===== src/rtl/reg_file_sb.sv =====
// reg_file_sb: parametrised 2-read / 1-write register file with a per-register
// busy scoreboard and a hardware clear sweep that runs after every reset.
//
// Ports
//   clk, reset          clock; synchronous active-high reset
//   ready               high once the clear sweep has finished (RUN)
//   we3, wa3, wd3       write port (writeback), clears busy of the target
//   ra1/rd1, ra2/rd2    combinational read ports
//   iss_en, iss_ra      issue port: marks the destination register busy
//   busy1, busy2        scoreboard bits for ra1 / ra2, combinational
//
// Optional feature: define REG_FILE_SB_BYPASS_EN to forward a same-cycle
// write to the read ports (data forwarded, busy forced low).
//
// state   | meaning
// --------+------------------------------------------------------------
// ST_CLEAR| sweeping zeros into reg[ptr]; reads and busy forced to 0,
//         | write and issue ports ignored
// ST_RUN  | normal operation

module reg_file_sb #(
    parameter int WIDTH    = 32,
    parameter int ADDR_W   = 5,
    parameter int ZERO_REG = 1
) (
    input  logic              clk,
    input  logic              reset,
    output logic              ready,
    input  logic              we3,
    input  logic [ADDR_W-1:0] wa3,
    input  logic [WIDTH-1:0]  wd3,
    input  logic [ADDR_W-1:0] ra1,
    input  logic [ADDR_W-1:0] ra2,
    output logic [WIDTH-1:0]  rd1,
    output logic [WIDTH-1:0]  rd2,
    input  logic              iss_en,
    input  logic [ADDR_W-1:0] iss_ra,
    output logic              busy1,
    output logic              busy2
);

    localparam int DEPTH = 2 ** ADDR_W;

    typedef enum logic {
        ST_CLEAR,
        ST_RUN
    } state_t;

    state_t            state_q, state_d;
    logic [ADDR_W-1:0] ptr_q, ptr_d;
    logic [DEPTH-1:0]  busy_q, busy_d;
    logic [WIDTH-1:0]  regs_q [DEPTH];

    logic              wr_en_d;
    logic [ADDR_W-1:0] wr_addr_d;
    logic [WIDTH-1:0]  wr_data_d;

    function automatic logic is_zero(input logic [ADDR_W-1:0] a);
        return (ZERO_REG != 0) && (a == '0);
    endfunction

    always_ff @(posedge clk) begin
        if (reset) begin
            state_q <= ST_CLEAR;
            ptr_q   <= '0;
            busy_q  <= '0;
        end else begin
            state_q <= state_d;
            ptr_q   <= ptr_d;
            busy_q  <= busy_d;
        end
    end

    // Register contents are deliberately not reset; the sweep zeroes them.
    always_ff @(posedge clk) begin
        if (!reset && wr_en_d) begin
            regs_q[wr_addr_d] <= wr_data_d;
        end
    end

    always_comb begin
        state_d   = state_q;
        ptr_d     = ptr_q;
        busy_d    = busy_q;
        wr_en_d   = 1'b0;
        wr_addr_d = wa3;
        wr_data_d = wd3;
        case (state_q)
            ST_CLEAR: begin
                wr_en_d   = 1'b1;
                wr_addr_d = ptr_q;
                wr_data_d = '0;
                ptr_d     = ptr_q + 1'b1;
                if (ptr_q == ADDR_W'(DEPTH - 1)) begin
                    state_d = ST_RUN;
                end
            end
            ST_RUN: begin
                if (we3 && !is_zero(wa3)) begin
                    wr_en_d     = 1'b1;
                    busy_d[wa3] = 1'b0;
                end
                // Issue is applied after the write so a new producer wins.
                if (iss_en && !is_zero(iss_ra)) begin
                    busy_d[iss_ra] = 1'b1;
                end
            end
            default: begin
                state_d = ST_CLEAR;
                ptr_d   = '0;
            end
        endcase
    end

    assign ready = (state_q == ST_RUN);

    always_comb begin
        rd1   = '0;
        busy1 = 1'b0;
        if (ready && !is_zero(ra1)) begin
            rd1   = regs_q[ra1];
            busy1 = busy_q[ra1];
`ifdef REG_FILE_SB_BYPASS_EN
            if (we3 && (wa3 == ra1)) begin
                rd1   = wd3;
                busy1 = 1'b0;
            end
`endif
        end
    end

    always_comb begin
        rd2   = '0;
        busy2 = 1'b0;
        if (ready && !is_zero(ra2)) begin
            rd2   = regs_q[ra2];
            busy2 = busy_q[ra2];
`ifdef REG_FILE_SB_BYPASS_EN
            if (we3 && (wa3 == ra2)) begin
                rd2   = wd3;
                busy2 = 1'b0;
            end
`endif
        end
    end

endmodule


===== config.mk =====
export PLATFORM = sky130hd
export DESIGN_NAME = reg_file_sb
export DESIGN_NICKNAME = d
export VERILOG_FILES = /design/src/rtl/reg_file_sb.sv
export SDC_FILE = /design/constraint.sdc
export NUM_CORES = 1
export LEC_CHECK = 0
export ABC_CLOCK_PERIOD_IN_PS = 6300
export CORE_ASPECT_RATIO = 1.5
export CORE_MARGIN = 2
export CORE_UTILIZATION = 31
export CTS_BUF_LIST = sky130_fd_sc_hd__clkbuf_8 sky130_fd_sc_hd__clkbuf_16
export CTS_CLUSTER_SIZE = 40
export DETAILED_ROUTE_END_ITERATION = 6
export GPL_TIMING_DRIVEN = 0
export SLEW_MARGIN = 10
export SYNTH_ARGS = -nofsm -noshare
export SYNTH_HDL_FRONTEND = slang
export SYNTH_SLANG_ARGS = --single-unit

===== constraint.sdc =====
create_clock -name clk -period 6.3 [get_ports clk]
set_clock_uncertainty 0.15 [all_clocks]
set_input_delay 1.26 -clock clk [delete_from_list [all_inputs] [get_ports clk]]
set_output_delay 1.26 -clock clk [all_outputs]
set_load 0.01 [all_outputs]

==> metrics.yaml, run 1 <==
status:
  status: "complete, but fails checks"
  violations: "DRC, setup timing"
grt:
  gr-total-overflow: 0
  grt_pass1_vias: 33907
  grt_max_degree: 33
  grtUsageTotal: 0.2454
  met3_usage: 0.06073
  grt_util_met2: 0.4166
  grt_pass1_wl_mm: 278.0
  antenna_found_initial: 21
  top_usage_layer: "met2"
  use_met1: 0.2649
timing:
  period_needed_ns: 6.510
  slew_viol_final: 0
  setup-violations-final: 11
  final.period_utilization: 1.033
  setup_ws_ns: -0.2104
  worstMarginPinSlew_ns: 1.403
  max_freq_ghz: 0.1536
  holdWs_ns: 0.3537
  hold_viol: 0
  maxSlewHeadroom: 0.06449
  rsz0062_at_grt: "false"
yosys:
  ys.flop_type: "edfxtp_1"
  synth_top_cell_by_area: "edfxtp_1"
  synth-simple-area-share: 0.05587
  syn_inst: 3116
  syn_nets: 3174
  synth.distinct_cells: 58
  synth_mux_area_frac: 0.2244
  async_flop_share: 0
  synth_area_sq_um: 50350
  synth_edf_count: 1024
  synth_fa_ha_area_frac: 0.0004970
  yosys_warnings: 0
  synth_seq_area_share: 0.6259
  synth_seq_cells: 1062
  synth.top_cell.area_share: 0.6108
  syn_area_per_cell_sq_um: 16.16
  synth_area_leaders: "edfxtp_1 (61%), mux4_2 (11%), mux2i_1 (11%)"
  synth-compound-area-share: 0.06320
  synth_xor_area_frac: 0.0003479
  synth_top_family_by_area: "multiplexers"
placed_design:
  gp_congestion: 0.9657
  placed_cell_area_sq_um: 55470
  numPortBuffers: 114
  post-dp-hpwl_mm: 148.5
die:
  die_area_sq_um: 165700
  dieWidth_microns: 333.0
  rows: 181
  ios: 123
  initial_core_util: 0.3114
  fp.dieH_microns: 497.6
  fp.coreArea_sq_um: 161700
power:
  p_per_area_nw_per_um2: 251.2
  p_switching_w: 0.003488
  p_seq_frac: 0.522
  power_frac_clock: 0.402
  power.internal_w: 0.01124
  p_comb_frac: 0.076
  leakagePower_nw: 19.34
  irDropWorstVdd_v: 0.0002361
  swShare: 0.2368
hold_path:
  hold_class: "reg -> reg"
  hold_depth: 1
worst_setup_path:
  crit_required_ns: 4.89
  crit_end: "rd2[31]"
  start_kind: "register"
  reg2reg_to: "regs_q[12][26]$_DFFE_PP_"
  crit_fanout: 10
  rr_worst_depth: 5
  worstPathBufferInverterCount: 4
  reg2reg_from: "ready$_SDFF_PP0_"
  worstPathArrival_ns: 5.10
  crit_slowest_cell: "clkbuf_1"
  end_kind: "output port"
  crit_family: "buffers and inverters"
  reg2reg_slack_ns: 1.67
  critPathMaxStageDelay_ns: 0.98
  critPathKind: "reg -> out"
  path_depth: 8
  cp_cell_sequence: "buf_4, buf_2, nand2_1, nor2_2, clkbuf_1, nand3_1, nand4_1, clkdlybuf4s50_1"
  critPathLaunch: "ready$_SDFF_PP0_"
routing:
  wl_per_cell_microns: 37.58
  drcViolationCount: 1
  vias: 34153
  drtPass1Iterations: 7
  via_per_inst: 6.129
  drt-total-wl_mm: 209.4
  drt_iter0_drc: 4663
  ant_nets: 0
clock_network:
  root_buffer: "clkbuf_16"
  cts_buffers: 94
  insertion_delay_ns: 0.70
  cts.path.max_buffers: 3
  htree_levels: 3
  cts_tree: "yes"
  clk_pin_slew_ns: 0.07
  cts_hold_buf: 0
  cts_sinks: 1062
layout:
  synthToLayoutAreaGrowth_pct: 16.46
  layout_commonest_cell: "edfxtp_1"
  final_area_sq_um: 58630
  nets: 3439
  drive_gt1_frac: 0.1955
  final_cell_mix: "edfxtp_1 (1024), mux2i_1 (539), mux4_2 (251)"
  fill_cells: 15150
run:
  maxCapViolations: 0
[metal layers]
metal | wire length, microns | vias up | share of wire
met1 | 68340 | 17610 | 0.33
met4 | 18830 | 24 | 0.090
met5 | 161 | - | 0.00077
met3 | 20500 | 801 | 0.098
li1 | - | 13355 | -
met2 | 101600 | 2363 | 0.49
[cell type report]
| class | count | area (sq um) | share of cell area |
|---|---|---|---|
| Inverter | 6 | 22.52 | 0.0003841 |
| Timing Repair Buffer | 169 | 2300 | 0.03922 |
| Clock inverter | 72 | 560.5 | 0.009560 |
| Sequential cell | 1062 | 31510 | 0.5374 |
| Clock buffer | 101 | 2482 | 0.04234 |
| Tap cell | 2104 | 2633 | 0.04490 |
| Antenna cell | 10 | 25.02 | 0.0004268 |
| Multi-Input combinational cell | 1796 | 17600 | 0.3002 |
| Buffer | 252 | 1501 | 0.02561 |
[timing repair]
item	CTS	global route
resized for setup	4	14
setup buffers	3	0
pin swaps	1	0
endpoints found under the setup margin	20	17
gates cloned	0	0
[flip-flops by register name, indices dropped and copies added, names as in the netlist]
register	flops
ptr_q	5
ready	1
regs_q	1024
busy_q	32
[power groups by stage]
stage	combinational, W	sequential, W	clock (W)
6_report	0.00112	0.00769	0.00592
3_5_place_dp	0.00109	0.00784	0
5_1_grt	0.00112	0.00769	0.00614
2_1_floorplan	0.000619	0.00784	0
4_1_cts	0.00109	0.00769	0.00591
3_3_place_gp	0.00105	0.00785	0
[worst reg2reg max path, cell delays in order, from the launching register on]
cell and delay [ns]:
dfxtp_1 0.81, buf_4 0.34, buf_2 0.26, buf_2 0.71, clkbuf_2 0.80, and2_1 1.17
[how the worst min path moves through the flow]
stage                            from                      to
2_1_floorplan  busy_q[0]$_SDFFE_PP0P_  busy_q[0]$_SDFFE_PP0P_
3_3_place_gp   busy_q[0]$_SDFFE_PP0P_  busy_q[0]$_SDFFE_PP0P_
3_5_place_dp   busy_q[0]$_SDFFE_PP0P_  busy_q[0]$_SDFFE_PP0P_
4_1_cts        busy_q[0]$_SDFFE_PP0P_  busy_q[0]$_SDFFE_PP0P_
5_1_grt        busy_q[0]$_SDFFE_PP0P_  busy_q[0]$_SDFFE_PP0P_
6_report       busy_q[0]$_SDFFE_PP0P_  busy_q[0]$_SDFFE_PP0P_
[synth_stat cells, types with 38 or more instances]
cell type / count
nand4_1: 67
a21oi_1: 98
buf_4: 39
nand3_1: 178
o21ai_0: 41
mux2i_1: 539
edfxtp_1: 1024
mux4_2: 251
a31oi_1: 41
nor2_1: 47
nand2_1: 95
buf_2: 97
clkbuf_1: 85
a22oi_1: 232
dfxtp_1: 38
[per-stage QoR]
stage | total power [W] | utilization | cells | setup slack (ns) | TNS (ns)
4_1_cts | 0.01469 | 0.3621 | 5560 | 0.03663 | 0
2_1_floorplan | 0.008456 | - | 3116 | 2.108 | 0
3_5_place_dp | 0.008929 | 0.3431 | 5384 | -0.3231 | -2.520
5_1_grt | 0.01495 | 0.3625 | 5565 | 0.01577 | 0
3_3_place_gp | 0.008895 | 0.3347 | 5334 | -1.696 | -895.48
6_report | 0.01473 | 0.3626 | 5572 | -0.2104 | -0.6604
[cell families after synthesis]
family / count (synthesis)
buf+inv: 258
fa+ha+maj: 2
compound gates: 467
simple gates: 525
flops: 1062
xor+xnor: 2
mux: 800
Power figures use the tool's default switching activity.
==> inputs of run 2 (changes only) <==
==> constraint.sdc (replaced) <==
create_clock -name clk -period 6.3 [get_ports clk]
set_clock_uncertainty 0.15 [all_clocks]
set_input_delay 1.26 -clock clk [delete_from_list [all_inputs] [get_ports clk]]
set_output_delay 1.26 -clock clk [all_outputs]
set_load 0.1 [all_outputs]
==> metrics.yaml, run 2 (synthesis results as in run 1) <==
status:
  status: "complete, but fails checks"
  violations: "setup timing"
timing:
  max_freq_ghz: 0.1567  # +2.0%
  finalSetupTns_ns: -0.5357  # +0.1247 ns
  final.period_utilization: 1.013  # -0.02076
  rsz0062_at_grt: "false"
  slew_viol_final: 0  # unchanged
  maxSlewHeadroom: 0.07266  # +0.008167
  hold_viol: 0  # unchanged
  setup_ws_ns: -0.07965  # +0.1308 ns
  setup-violations-final: 13  # +2
  period_needed_ns: 6.380  # -0.1308 ns
  worstMarginPinSlew_ns: 1.391  # -0.01225 ns
die:
  fp.dieH_microns: 497.6  # unchanged
  fp.coreArea_sq_um: 161700  # unchanged
  rows: 181  # unchanged
  die_area_sq_um: 165700  # unchanged
  ios: 123  # unchanged
  initial_core_util: 0.3114  # unchanged
  dieWidth_microns: 333.0  # unchanged
layout:
  largest_reg_flops: 1024  # unchanged
  drive_gt1_frac: 0.2121  # +0.01661
  fill_cells: 15168  # +0.12%
  layout_commonest_cell: "edfxtp_1"
  post-route-util: 0.3619  # -0.0007200
  final_area_sq_um: 58520  # -0.20%
  regArea_sq_um: 31510  # unchanged
  synthToLayoutAreaGrowth_pct: 16.23
  multi_input_area_sq_um: 17600  # unchanged
  regMostFlops: "regs_q"
  final_cell_mix: "edfxtp_1 (1024), mux2i_1 (539), mux4_2 (251)"
  reg_top3: "regs_q x1024, busy_q x32, ptr_q x5"
  nets: 3437  # -0.058%
power:
  power_frac_clock: 0.402  # about the same
  leakagePower_nw: 19.44  # +0.53%
  p_seq_frac: 0.522  # about the same
  p_per_area_nw_per_um2: 251.6  # +0.16%
  power.internal_w: 0.01124  # unchanged
  swShare: 0.2365  # -0.0002948
  irDropWorstVdd_v: 0.0002344  # -0.71%
  p_comb_frac: 0.076  # about the same
  p_switching_w: 0.003482  # -0.16%
clock_network:
  cts.path.max_buffers: 3  # unchanged
  insertion_delay_ns: 0.70  # about the same
  cts_sinks: 1062  # unchanged
  root_buffer: "clkbuf_16"
  htree_levels: 3  # unchanged
  cts_tree: "yes"
  cts_buffers: 94  # unchanged
  clk_pin_slew_ns: 0.07  # about the same
grt:
  grtUsageTotal: 0.2457  # +0.0002797
  antenna_found_initial: 20  # -4.8%
  grt_max_degree: 33  # unchanged
  grt_pass1_wl_mm: 278.4  # +0.15%
  grt_pass1_vias: 33841  # -0.19%
  gr-total-overflow: 0  # unchanged
routing:
  vias: 34121  # -0.094%
  via_per_inst: 6.130  # about the same
  drt_iter0_drc: 4710  # +1.0%
  wl_per_cell_microns: 37.69  # +0.29%
  drcViolationCount: 0  # -1
  ant_nets: 0  # unchanged
  drt-total-wl_mm: 209.8  # +0.18%
  drtPass1Iterations: 6  # -1
worst_setup_path:
  rr_worst_depth: 5  # unchanged
  critPathKind: "reg -> out"
  worstPathArrival_ns: 4.97  # -0.13 ns
  crit_fanout: 10  # unchanged
  critPathLaunch: "ready$_SDFF_PP0_"
  reg2reg_slack_ns: 1.60  # -0.07 ns
  reg2reg_to: "regs_q[8][25]$_DFFE_PP_"
  crit_required_ns: 4.89  # about the same
  reg2reg_from: "ready$_SDFF_PP0_"
  end_kind: "output port"
  start_kind: "register"
placed_design:
  dp_slack_ns: -0.9217  # -0.5987 ns
  post-dp-hpwl_mm: 148.5  # unchanged
  gp_congestion: 0.9657  # unchanged
  numPortBuffers: 114  # unchanged
  placed_cell_area_sq_um: 55470  # unchanged
hold_path:
  hold_depth: 1  # unchanged
  worstHoldEndpoint: "busy_q[0]$_SDFFE_PP0P_"
  hold_class: "reg -> reg"
  min_from: "busy_q[0]$_SDFFE_PP0P_"
run:
  maxCapViolations: 0  # unchanged
-- run 2: cell count changes in the layout (fill, tap and decap cells not counted) --
cell             delta
clkbuf_2           +29
clkdlybuf4s50_1    -66
clkbuf_1            -6
clkdlybuf4s15_1     +2
buf_4               -1
dlygate4sd2_1      +11
clkdlybuf4s15_2    +30
buf_8               -1
diode_2             -4
-- run 2: worst max-delay path: stages, from the launching register on --
cell	delay, ns
dfxtp_1	0.85
buf_4	0.34
buf_2	0.42
nand3_1	0.43
clkbuf_1	0.58
a21oi_1	0.28
nand3_1	0.19
nand4_1	0.23
dlygate4sd2_1	0.90
-- run 2: cell type report --
type,count,area share
sequential,1062,0.5385
multi-input combinational,1796,0.3008
tap,2104,0.04499
clock buffer,101,0.04242
timing repair buffer,167,0.03735
buffer,252,0.02579
clock inverter,72,0.009579
inverter,6,0.0003849
antenna,6,0.0002566
-- run 2: metrics by stage --
stage | cells | hold slack, ns | total power [W]
floorplan | 3116 | 0.3009 | 0.008456
global placement | 5334 | 0.3180 | 0.008895
detailed placement | 5384 | 0.3345 | 0.008929
CTS | 5559 | 0.3467 | 0.01469
global route | 5563 | 0.3720 | 0.01496
finish | 5566 | 0.3472 | 0.01472
-- run 2: power groups by stage --
stage,Combinational [W],Clock [W],Sequential (W)
global placement,0.00105,0,0.00785
detailed placement,0.00109,0,0.00784
finish,0.00112,0.00592,0.00769
global route,0.00112,0.00614,0.00769
CTS,0.00109,0.00591,0.00769
floorplan,0.000619,0,0.00784
-- run 2: how the worst max path moves through the flow --
stage                                         end  slack, ns  cells after the start
after floorplan                           rd2[10]       1.52                      6
after global placement    regs_q[3][21]$_DFFE_PP_      -1.70                      7
after detailed placement                  rd2[24]      -0.92                      8
after CTS                                 rd1[28]     0.0004                      8
after global routing                      rd1[30]      0.006                      7
final                                      rd2[1]      -0.08                      8
-- run 2: per-layer routing --
metal	wire length, microns	global-route usage	share of wire	vias to the layer above
li1	-	-	-	13337
met3	20560	0.05999	0.098	790
met2	101300	0.4154	0.48	2443
met1	68800	0.2671	0.33	17523
met4	18960	0.1811	0.090	28
met5	191	0	0.00091	-
-- run 2: repair_timing --
| item | CTS | global route |
|---|---|---|
| buffers inserted | 2 | 0 |
| endpoints found under the setup margin | 66 | 32 |
| pin swaps | 1 | 0 |
| hold buffers | 0 | 0 |
| gates resized for setup | 146 | 46 |
